### src/rtl/alu_mul_sequencer.sv
// alu_mul_sequencer
// Borrows the shared 8-bit ALU to form the low byte of op_a * op_b by
// shift-and-add. Each iteration takes three ALU cycles: conditional add of
// the multiplicand into the accumulator, shift the multiplicand left, and
// shift the multiplier right. Signed and unsigned operands give the same
// low byte, so no sign handling is needed.
//
// Optional feature: define ALU_SEQ_EARLY_EXIT_EN to finish as soon as the
// shifted multiplier reaches zero (ALU Z flag in the SHR step). When it is
// undefined every operation runs all eight iterations. The product is the
// same in both builds.
//
// Ports
//   clk       in   clock, rising edge
//   rst_n     in   asynchronous active-low reset
//   start     in   begin multiply; only sampled in IDLE/DONE
//   op_a      in   [7:0] multiplicand, captured on accepted start
//   op_b      in   [7:0] multiplier, captured on accepted start
//   alu_gnt   in   ALU granted to this block this cycle
//   result    in   [7:0] ALU combinational result
//   n         in   ALU negative flag (not used)
//   z         in   ALU zero flag (used only with early exit)
//   alu_req   out  ALU requested (ADD/SHL/SHR)
//   alu_op    out  [2:0] ALU opcode
//   src_a     out  [7:0] ALU operand A
//   src_b     out  [7:0] ALU operand B
//   busy      out  operation in progress
//   done      out  one-cycle completion pulse
//   product   out  [7:0] low byte of op_a*op_b, held until the next result
//
// state  | meaning
// IDLE   | waiting for start
// ADD    | acc <- acc + a when b[0] is set
// SHL    | a <- a << 1
// SHR    | b <- b >> 1, count iteration, decide loop or finish
// DONE   | done pulse; product already registered
module alu_mul_sequencer (
  input  logic       clk,
  input  logic       rst_n,
  input  logic       start,
  input  logic [7:0] op_a,
  input  logic [7:0] op_b,
  input  logic       alu_gnt,
  input  logic [7:0] result,
  input  logic       n,
  input  logic       z,
  output logic       alu_req,
  output logic [2:0] alu_op,
  output logic [7:0] src_a,
  output logic [7:0] src_b,
  output logic       busy,
  output logic       done,
  output logic [7:0] product
);

  // ALU opcode encoding shared with the datapath: ADD=0, SUB=1, AND=2, SLL=3, SRL=4.
  localparam logic [2:0] K_ADD = 3'd0;
  localparam logic [2:0] K_SLL = 3'd3;
  localparam logic [2:0] K_SRL = 3'd4;

  localparam logic [2:0] S_IDLE = 3'd0;
  localparam logic [2:0] S_ADD  = 3'd1;
  localparam logic [2:0] S_SHL  = 3'd2;
  localparam logic [2:0] S_SHR  = 3'd3;
  localparam logic [2:0] S_DONE = 3'd4;

  logic [2:0] state;
  logic [7:0] acc;
  logic [7:0] a;
  logic [7:0] b;
  logic [2:0] cnt;
  logic       early_exit;

`ifdef ALU_SEQ_EARLY_EXIT_EN
  // Z in SHR means the multiplier just shifted to zero: nothing left to add.
  assign early_exit = z;
`else
  assign early_exit = 1'b0;
`endif

  logic unused_flags;
  assign unused_flags = n ^ z;

  always_ff @(posedge clk or negedge rst_n) begin
    if (!rst_n) begin
      state   <= S_IDLE;
      acc     <= '0;
      a       <= '0;
      b       <= '0;
      cnt     <= '0;
      product <= '0;
    end else begin
      case (state)
        S_IDLE, S_DONE: begin
          if (start) begin
            acc   <= '0;
            a     <= op_a;
            b     <= op_b;
            cnt   <= '0;
            state <= S_ADD;
          end else begin
            state <= S_IDLE;
          end
        end
        S_ADD: begin
          if (alu_gnt) begin
            if (b[0]) acc <= result;
            state <= S_SHL;
          end
        end
        S_SHL: begin
          if (alu_gnt) begin
            a     <= result;
            state <= S_SHR;
          end
        end
        S_SHR: begin
          if (alu_gnt) begin
            b   <= result;
            cnt <= cnt + 3'd1;
            // acc is final here: this iteration's add already happened.
            if (cnt == 3'd7 || early_exit) begin
              product <= acc;
              state   <= S_DONE;
            end else begin
              state <= S_ADD;
            end
          end
        end
        default: state <= S_IDLE;
      endcase
    end
  end

  always_comb begin
    alu_req = 1'b0;
    alu_op  = K_ADD;
    src_a   = '0;
    src_b   = '0;
    busy    = 1'b0;
    done    = 1'b0;
    case (state)
      S_ADD: begin
        alu_req = 1'b1;
        busy    = 1'b1;
        alu_op  = K_ADD;
        src_a   = acc;
        src_b   = a;
      end
      S_SHL: begin
        alu_req = 1'b1;
        busy    = 1'b1;
        alu_op  = K_SLL;
        src_a   = a;
        src_b   = 8'd1;
      end
      S_SHR: begin
        alu_req = 1'b1;
        busy    = 1'b1;
        alu_op  = K_SRL;
        src_a   = b;
        src_b   = 8'd1;
      end
      S_DONE: done = 1'b1;
      default: ;
    endcase
  end

endmodule

### config.mk
export PLATFORM = sky130hd
export DESIGN_NAME = alu_mul_sequencer
export DESIGN_NICKNAME = d
export VERILOG_FILES = /design/src/rtl/alu_mul_sequencer.sv
export SDC_FILE = /design/constraint.sdc
export NUM_CORES = 1
export LEC_CHECK = 0
export CAP_MARGIN = 20
export CORE_MARGIN = 1
export CORE_UTILIZATION = 43
export DETAILED_ROUTE_END_ITERATION = 16
export PLACE_DENSITY = 0.81
export SYNTH_ARGS = -nofsm -noshare
export SYNTH_HDL_FRONTEND = slang
export SYNTH_SLANG_ARGS = --single-unit
### constraint.sdc
create_clock -name clk -period 1.71 [get_ports clk]
set_clock_uncertainty 0.1 [all_clocks]
set_input_delay 0.342 -clock clk [delete_from_list [all_inputs] [get_ports clk]]
set_output_delay 0.342 -clock clk [all_outputs]
set_load 0.03 [all_outputs]
# After elaboration in Yosys (flattened, before gate mapping)
# Index checks and enable logic that the tools add are counted.
# totals
ff_bits	38
in_bits	30
out_inout_bits	30
word_cells	52
# op_classes
add_sub_neg	1
eq_ne	10
mux	23
n_reduce_logical	12
# op_table
operator	n
$pmux W8 S2	4
$mux W8	6
$pmux W8 S3	1
$mux W3	6
$pmux W3 S2	2
$pmux W3 S4	1
$reduce_and A3 Y1	4
$ne A2 B2 Y1 const B	5
$eq A3 B2 Y1 const B	2
$eq A3 B3 Y1 const B	2
$reduce_bool A2 Y1	3
$reduce_and A4 Y1	1
$reduce_or A2 Y1	2
$add A3 B1 Y3 const B	1
$eq A3 B1 Y1 const B	1
$logic_not A3 Y1	1
$mux W1	3
$reduce_or A3 Y1	1

# Longest topological paths before layout
# logic_depth
word_depth	4
depth_mapped	6
ltp_nobuf	4

# Least setup slack after synthesis
# Ideal clock, no wire load.
# synth_timing
kind	reg2out
start	reg state[2]
end	out busy
t_arrival_ns	1.425
required_time_ns	1.268
path_slack_ns	-0.157
stages_incl_launch_ff	5
n_path_buf	3
cell_sequence	dfrtp_1 -> buf_2 -> clkbuf_1 -> nor2_1 -> buf_4
# synth_via
elab_chain_len	3
word_cells_on_any_way	5
classes_between	eq/ne: 3; mux: 1; reduce/logical: 1
# synth_rtl
element	line_no	text
from (decl)	67	logic [2:0] state;
from (signal assigned)	86	state <= S_IDLE;
from (signal assigned)	100	state <= S_ADD;
from (signal assigned)	102	state <= S_IDLE;
$eq A3 B2 Y1 / $eq A3 B1 Y1 (equally long branches)	--	
$reduce_or A3 Y1 (no line) *	--	
$mux W1 *	--	
to (decl)	51	output logic busy,
# Mark *: on every way between the ends. The rest lies on a longest branch, timed or not.

# Final worst setup path
# layout_timing
start	reg state[1]
end	out src_a[2]
# layout_via
elab_chain_len	2
word_cells_on_any_way	4
classes_between	eq/ne: 3; mux: 1
# layout_rtl
element	line_no	text
$eq A3 B2 Y1 / $eq A3 B1 Y1 (equally long branches)	142	case (state)
$pmux W8 S3 *	142	
to (decl)	49	output logic [7:0] src_a,
# Marked as above.

==> flow_summary.ini <==
[outcome]
status = finished, violations left
violations = hold timing, setup timing

[global_route]
antenna_found_initial = 0
grt_pass1_wl_um = 9694
first_global_vias = 1793
overflow = 0
track_usage_pct = 25.67
grt_max_degree = 39

[place]
port-buffer-count = 57
preCtsSetupSlack_ns = -0.2704
dp_cells = 291
gp_congestion = 0.8196
dp.final_hpwl_um = 3607

[synthesis]
avgSynthCellArea_um2 = 12.68
synth_top_flop_cell = dfrtp_1
synth_top_family_by_area = multiplexers
yosys_warnings = 0
async_flop_share_pct = 100.0
ys_seq_area_share_pct = 45.73
postSynthCellCount = 164
synth_edf_count = 0
synthesis.nets = 196
synthAdderAreaFrac_pct = 1.203
synthSimpleGateAreaFrac_pct = 9.868
ys_types = 30
synth-compound-area-share_pct = 9.627
synth_area_leaders = dfrtp_1, mux2_2, mux2_4, a22o_1, a22oi_1
synth_area_um2 = 2079
synthMuxAreaShare_pct = 28.46
synth_top_area_share_pct = 45.73
ys_seq_elements = 38
synth_area_leader_cell = dfrtp_1
synthXorXnorAreaFrac_pct = 0.4212

[sta]
max_freq_ghz = 0.4919
setup_slack_ns = -0.3227
report.final.slew_viol_count = 0
rsz0062_at_grt = true
finalCriticalPeriod_ns = 2.033
setup_viol = 55
hold_viol = 4
fin_setup_tns_ns = -8.535
min_period_over_period_pct = 118.9
slew_headroom_pct = 66.72
whs_ns = -0.006599
tightest_slew_ns = 0.4992

[critical_path]
r2r-start = state[1]$_DFFE_PN0P_
worstPathArrival_ns = 1.59
cp_data_required_time_ns = 1.27
crit_top_cell = buf_6
critPathLaunchType = flip-flop
crit_start = state[1]$_DFFE_PN0P_
crit_fanout = 7
path_class = flip-flop to output port
crit_chain = buf_6, mux2_4, a22oi_2, nor2_2, buf_6
slowest_delay_ns = 0.45
endpoint = src_a[2]
ff2ff_setup_slack_ns = -0.17
crit_path_top_delay_cell = dfrtp_2
r2r-end = a[6]$_DFFE_PN0P_
r2r_cells = 7
end_kind = output port

[detailed_routing]
drtIter0Drc = 78
dr.pass1.iters = 4
ant_nets = 0
wl_per_cell_um = 20.31
drc = 0
num_vias = 1762
viasPerCell = 5.576
drt_wl_total_um = 6419

[worst_hold_path]
min_path_type = input pin to asynchronous set/reset pin

[cells_and_area]
num_antenna_cells = 0
layout-drive-gt1-share_pct = 64.02
final_cells = 316
fin_util_pct = 78.33
num-fill-cells = 252
area_delta_synth_final_pct = 69.67
nets = 297

[power]
ir_worst_vdd_mv = 1.411
leakage_uw = 0.001764
power_density_nw_per_um2 = 1991

[clock_network]
cts.clk_slew.worst_paths_ns = 0.07
ctsHtreeMaxLevel = 2
insertion_delay_ns = 0.29
clockRootBuffer = clkbuf_8
numCtsBuffers = 5
cts_sinks = 38
holdBufCountCts = 0
cts_tree = yes
cts_max_path_buffers = 2

[flow_run]
maxCapViolations = 0

[floorplan]
die-area_um2 = 5118
start_util_pct = 46.17
fp.dieH_um = 71.54
die_w_um = 71.54
pin_count = 60
coreArea_um2 = 4504
rows = 24
## how the worst min path moves through the flow
stage	from	end	slack (ns)	cells after the start
after floorplan	rst_n	a[0]$_DFFE_PN0P_	-0.05	0
after global placement	rst_n	product[1]$_DFFE_PN0P_	0.32	2
after detailed placement	rst_n	product[2]$_DFFE_PN0P_	0.32	2
after CTS	rst_n	product[2]$_DFFE_PN0P_	0.02	2
after global routing	rst_n	product[2]$_DFFE_PN0P_	0.03	2
final	rst_n	product[2]$_DFFE_PN0P_	-0.007	2
## state kept, by name (all words and copies together) (netlist names)
signal	count
a	8
b	8
state	3
acc	8
cnt	3
product	8
## logic make-up (layout without fill, tap and decap cells)
family / after synthesis / in the layout
compound gates: 25 / 25
xor+xnor: 1 / 1
fa+ha+maj: 2 / 2
buf+inv: 15 / 115
flops: 38 / 38
mux: 50 / 50
simple gates: 33 / 33
## per-stage QoR
step           area [um2]  total power (uW)
2_1_floorplan        2126              3834
6_report             3528              7026
3_5_place_dp         2839              4958
3_3_place_gp         2839              4895
5_1_grt              3528              7327
4_1_cts              3361              6625
## cell usage after synthesis, types with 2 or more instances
master     n
mux2_2    41
ha_1       2
dfrtp_1   38
a22oi_1    8
and2_1     8
nand2b_1   2
nor2_1    12
a22o_1     8
clkbuf_1   3
nand3b_1   2
buf_4      4
inv_1      2
nor3b_1    2
buf_6      3
buf_2      3
a21o_1     3
a21oi_1    2
a22o_2     2
mux2_4     8
## cell type report
type | instances | area (um2) | share of cell area (%)
Tap cell | 52 | 65.06 | 1.844
Timing Repair Buffer | 107 | 1089 | 30.85
Inverter | 2 | 7.507 | 0.2128
Sequential cell | 38 | 953.4 | 27.02
Multi-Input combinational cell | 111 | 1331 | 37.73
Clock buffer | 6 | 82.58 | 2.340
## layer usage
layer / up-vias / part of all wire (%) / global-route usage [%] / wire length, um
li1: 794 / - / - / -
met1: 908 / 42 / 33.61 / 2678
met2: 56 / 52 / 44.34 / 3365
met3: 4 / 5.2 / 4.641 / 331
met4: 0 / 0.69 / 6.318 / 44
met5: - / 0 / 0 / 0
## worst max-delay path: cells and delay by family, from the launching register on
family / cells / cell delay (ns)
and+or+nand+nor: 1 / 0.08
muxes: 1 / 0.30
AOI/OAI and AO/OA: 1 / 0.18
buffers and inverters: 2 / 0.30
DFF: 1 / 0.45
## cells in the final DEF, fill, tap and decap left out, types with 2 or more instances in the layout
cell	synthesis	layout
and2_4	0	7
mux2_4	8	43
ha_1	2	2
a21oi_4	0	2
clkbuf_8	0	6
nand3b_1	2	2
a22o_1	8	8
clkdlybuf4s50_1	0	26
a22oi_2	0	8
dfrtp_2	0	2
buf_4	4	21
nor3b_4	0	2
mux2_2	41	6
a22o_2	2	2
buf_6	3	48
nor2_4	0	3
nor2_2	0	8
dfrtp_1	38	36
buf_12	0	2
dlygate4sd2_1	0	8
a21o_1	3	2
## power by group
| part | leakage, uW | switching, uW | internal [uW] |
|---|---|---|---|
| Sequential | 0.000479 | 348 | 1270 |
| Clock | 0.0000431 | 304 | 311 |
| Combinational | 0.00124 | 2130 | 2660 |
## timing repair
item | in CTS | in global routing
resized for setup | 109 | 18
cloned | 0 | 0
setup endpoints to repair | 46 | 55
pin swaps | 13 | 15
buffers inserted | 9 | 10
Power figures use the tool's default switching activity.
==> variant 1 (config.mk and constraints unchanged) <==
Make the reset (`rst_n`) synchronous in one clocked block. Comments in the files are not updated.
--- a/src/rtl/alu_mul_sequencer.sv
+++ b/src/rtl/alu_mul_sequencer.sv
@@ -81,7 +81,7 @@
   logic unused_flags;
   assign unused_flags = n ^ z;
 
-  always_ff @(posedge clk or negedge rst_n) begin
+  always_ff @(posedge clk) begin
     if (!rst_n) begin
       state   <= S_IDLE;
       acc     <= '0;
Check against the original RTL: differs if rst_n is asserted again (counterexample within 4 cycles, from zero or initial values and one cycle with rst_n low); with rst_n held inactive, the same outputs for 10 cycles.
==> variant 1 against the original RTL <==
  * The run ends with setup timing left
  * Sequential share of layout area down 2.0 points
  * Synthesized cell count is 44% higher
  * Cell count is 14% higher
  * Sequential cell count unchanged
  * Critical path depth fell by 1
  * Register-to-register slack better by 0.19 ns
  * Synthesized area decreased by 2.1%
  * Final area shrank 13%
  * Via count grew 19%
  * Routed wire length is 5.4% lower
  * Worst setup slack better by 0.13 ns
Power is not compared: it rests on default switching activity, and its combinational part moved more than twofold at a synthesized area within 25%.
==> variant 1: results (changes against the original RTL) <==
ROUTE
---------------------------------------------------------------------------------
Final routed wire length divided by cell count                           16.92 um   -17%
Routed wire length                                                        6073 um   -5.4%
Iteration-0 DRC Markers                                                       161   +110%
Number of vias per cell                                                     5.858   +5.1%
TritonRoute pass-1 iters                                                        7   +3

GRT
---------------------------------------------------------------------------------
Global-route usage over all layers                                         24.06%   -1.6 points
Wire length of the first global-routing pass                              9473 um   -2.3%
Initial antenna violation count                                                 0   unchanged
Number of global-route vias before repair                                    1981   +10%
Maximum number of pins on one net before global-route repair                   23   -41%

CLOCKING
---------------------------------------------------------------------------------
# resized after CTS                                                            46   -58%
Post-CTS repair timing setup buffer count                                       3   -6
Register clock-pin slew on the reported worst setup and hold paths        0.08 ns

RUN STATUS
---------------------------------------------------------------------------------
Violations in the final reports                                      setup timing
Status                                                               finished with violations

LOGIC SYNTHESIS
---------------------------------------------------------------------------------
Unique masters post-synth                                                      35   +17%
Area fraction of the dominant cell type after synthesis                    37.37%   -8.4 points
Cell count after synthesis                                                    236   +44%
Fraction of synthesis flops using an asynchronous set or reset pin             0%   -100 points
Cell types with the highest counts after synthesis                   sky130_fd_sc_hd__a21oi_1 (39), sky130_fd_sc_hd__dfxtp_1 (38), sky130_fd_sc_hd__nand3_1 (19)
Register area share after synthesis                                        37.37%   -8.4 points
Portion of netlist area occupied by mux cells                              12.29%   -16 points
Compound-Gate Fraction of Synth Area                                       23.48%   +14 points
Top FF cell, synth                                                   sky130_fd_sc_hd__dfxtp_1
Top cells by area, synth                                             sky130_fd_sc_hd__dfxtp_1 (37%), sky130_fd_sc_hd__a21oi_1 (9.6%), sky130_fd_sc_hd__mux2i_1 (7.9%)
Xor-xnor portion of the synthesized cell area                             0.4302%   +0.0091 points
Fraction of the mapped netlist area in adder cells                         1.229%   +0.026 points
Net count after synthesis                                                     268   +37%

SETUP PATH
---------------------------------------------------------------------------------
Register-to-Register Path Depth                                                 6   -1
Endpoint of the most critical setup path                                alu_op[1]
Critical path launch point                                           state[0]$_SDFFE_PN0P_
Register-to-register setup slack                                          0.02 ns   +0.19 ns
Worst reg2reg startpoint                                             state[2]$_SDFFE_PN0P_
Biggest fanout along the worst timing path                                      7   unchanged

TIMING
---------------------------------------------------------------------------------
PnR worst setup slack                                                  -0.1966 ns   +0.1262 ns
Final setup violation count                                                    24   -56%
Worst Tran Pin Value                                                    0.3116 ns   -0.1876 ns

PLACE
---------------------------------------------------------------------------------
DP Cell Count                                                                 346   +19%
Cell area after placement                                               2739 um^2   -3.5%
HPWL after DPL                                                            4148 um   +15%
GP Congestion                                                              0.8374   +2.2%

FINISH
---------------------------------------------------------------------------------
Nets                                                                          338   +14%
Fill cell total of the finished layout                                        347   +38%
Share of layout cells above drive strength 1                               33.55%   -30 points

HOLD PATH
---------------------------------------------------------------------------------
Worst min path class                                                 flip-flop to flip-flop
Worst Hold Path Cells                                                           2

POWER
---------------------------------------------------------------------------------
Worst IR Drop VDD                                                        417.1 uV

## variant 1: cell count changes in the layout (fill, tap and decap cells not counted), sizes merged, moves of 16 or more
cell and change:
mux2 -41, dfrtp -38, dfxtp +38, a21oi +36
nand3 +19, buf -18, o31ai +16
## variant 1: critical path: stages (launching register included)
cell	delay, ns
sky130_fd_sc_hd__dfxtp_4	0.38
sky130_fd_sc_hd__buf_12	0.14
sky130_fd_sc_hd__or3b_4	0.42
sky130_fd_sc_hd__clkinvlp_4	0.10
sky130_fd_sc_hd__buf_6	0.12
## variant 1: stage by stage
step / hold slack [ns] / util (%) / power (mW) / setup slack, ns / setup TNS (ns)
floorplan: 0.3473 / - / 1.390 / -0.04309 / -0.04309
global placement: 0.3611 / 61.63 / 1.618 / -0.2164 / -5.482
detailed placement: 0.3651 / 61.63 / 1.632 / -0.2202 / -5.717
CTS: 0.3765 / 67.43 / 2.448 / -0.2203 / -2.858
global route: 0.4019 / 69.14 / 2.594 / -0.2485 / -4.556
finish: 0.3764 / 69.14 / 2.493 / -0.1966 / -2.886
## variant 1: routing by layer
metal,vias up,GRT usage (%),part of all wire (%)
li1,1001,-,-
met4,0,6.889,1.5
met1,1004,30.20,42
met2,87,42.31,50
met5,-,0,0
met3,11,4.274,5.7
## variant 1: area by class of cell
cell class | count | area, um^2 | area share [%]
Multi-Input combinational cell | 166 | 1244 | 40.47
Tap cell | 52 | 65.06 | 2.117
Clock inverter | 3 | 40.04 | 1.303
Inverter | 5 | 22.52 | 0.7329
Clock buffer | 5 | 68.82 | 2.239
Sequential cell | 38 | 769.5 | 25.04
Timing Repair Buffer | 90 | 863.3 | 28.09
## variant 1: where the power goes
group	switching, mW	internal (mW)	total, mW
Clock	0.332	0.430	0.762
Combinational	0.374	0.356	0.731
Sequential	0.0579	0.943	1.00
Total	0.764	1.73	2.49
==> variant 2 (same flow settings) <==
Made on the original files. Add a define of `ALU_SEQ_EARLY_EXIT_EN`.
--- a/src/rtl/alu_mul_sequencer.sv
+++ b/src/rtl/alu_mul_sequencer.sv
@@ -34,6 +34,8 @@
 // SHL    | a <- a << 1
 // SHR    | b <- b >> 1, count iteration, decide loop or finish
 // DONE   | done pulse; product already registered
+`define ALU_SEQ_EARLY_EXIT_EN
+
 module alu_mul_sequencer (
   input  logic       clk,
   input  logic       rst_n,
Formal check against the unedited RTL: not equivalent (a bounded check fails within 10 cycles, from zero or initial values and one cycle with rst_n low).
==> variant 2 against the original RTL <==
  * The flow finishes with violations (setup timing)
  * Final area up 2.6%
  * Synthesized area up 1.6%
  * Fmax down 1.6%
  * Total power up 4.2%
  * Routed wire length up 8.6%
  * Sequential cell count unchanged
  * Worst setup slack worse by 0.032 ns
  * Critical path type unchanged
==> variant 2: results (changes against the original RTL) <==
LOGIC SYNTHESIS
---------------------------------------------------------------------------
Unique masters post-synth                                                34   +13%
Cell types with the highest counts after synthesis             sky130_fd_sc_hd__dfrtp_1 (38), sky130_fd_sc_hd__mux2_2 (17), sky130_fd_sc_hd__mux2_4 (16)
Top cells by area, synth                                       sky130_fd_sc_hd__dfrtp_1 (45%), sky130_fd_sc_hd__mux2_4 (11%), sky130_fd_sc_hd__mux2_2 (9.1%)
Mapped Avg Cell Area                                             12.15 um^2   -4.2%

GRT
---------------------------------------------------------------------------
Met1 global-route usage                                              33.78%   +0.18 points
Wire length of the first global-routing pass                        9811 um   +1.2%
Maximum number of pins on one net before global-route repair             20   -49%
Number of global-route vias before repair                              1898   +5.9%

POWER
---------------------------------------------------------------------------
Leakage power                                                      1.756 nW   -0.47%
Reported net switching power                                       3.017 mW   +8.3%
Cell Pwr Density                                               2024 nW/um^2   +1.6%

SETUP PATH
---------------------------------------------------------------------------
Stage delay of the slowest cell on the critical path                0.49 ns   +0.04 ns

RUN STATUS
---------------------------------------------------------------------------
Status                                                         finished with violations
Violations in the final reports                                setup timing

ROUTE
---------------------------------------------------------------------------
Routed wire length                                                  6969 um   +8.6%
Vias after detailed routing                                            1870   +6.1%
Iteration-0 DRC Markers                                                  80   +2.6%

PLACE
---------------------------------------------------------------------------
Count of input and output buffers                                        58   +1.8%
GP Congestion                                                        0.8379   +2.2%
HPWL after DPL                                                      4039 um   +12%
DP Cell Count                                                           320   +10%

FINISH
---------------------------------------------------------------------------
Non-clock buffer share                                               32.57%   +1.7 points
Share of layout cells above drive strength 1                         59.79%   -4.2 points
Post-route non-filler standard cell count                               348   +10%
Fill cell total of the finished layout                                  265   +5.2%

CLOCKING
---------------------------------------------------------------------------
CTS Hold Buffers Added                                                    1   +1

TIMING
---------------------------------------------------------------------------
PnR worst setup slack                                            -0.3551 ns   -0.03238 ns
Final setup violation count                                              57   +3.6%

==> variant 2: logic make-up after synthesis <==
logic type / share of synthesized area, %
AND/OR/NAND/NOR: 13.20
multiplexers: 24.22
flip-flops: 45.00
AO/OA/AOI/OAI: 11.37
buffers and inverters: 4.618
adder cells (fa/ha/maj): 1.184
XOR/XNOR: 0.4145
==> variant 2: final timing paths <==
kind / startpoint / endpoint / slack (ns) / cells after the start
worst min-delay path: rst_n / cnt[2]$_DFFE_PN0P_ / 0.42 / 2
min in group clk: cnt[2]$_DFFE_PN0P_ / cnt[2]$_DFFE_PN0P_ / 0.42 / 1
max in group asynchronous: rst_n / product[3]$_DFFE_PN0P_ / 0.53 / 3
worst max register to register: state[0]$_DFFE_PN0P_ / a[7]$_DFFE_PN0P_ / -0.30 / 6
worst min register to register: cnt[2]$_DFFE_PN0P_ / cnt[2]$_DFFE_PN0P_ / 0.42 / 1
worst max-delay path: state[0]$_DFFE_PN0P_ / alu_op[0] / -0.36 / 5
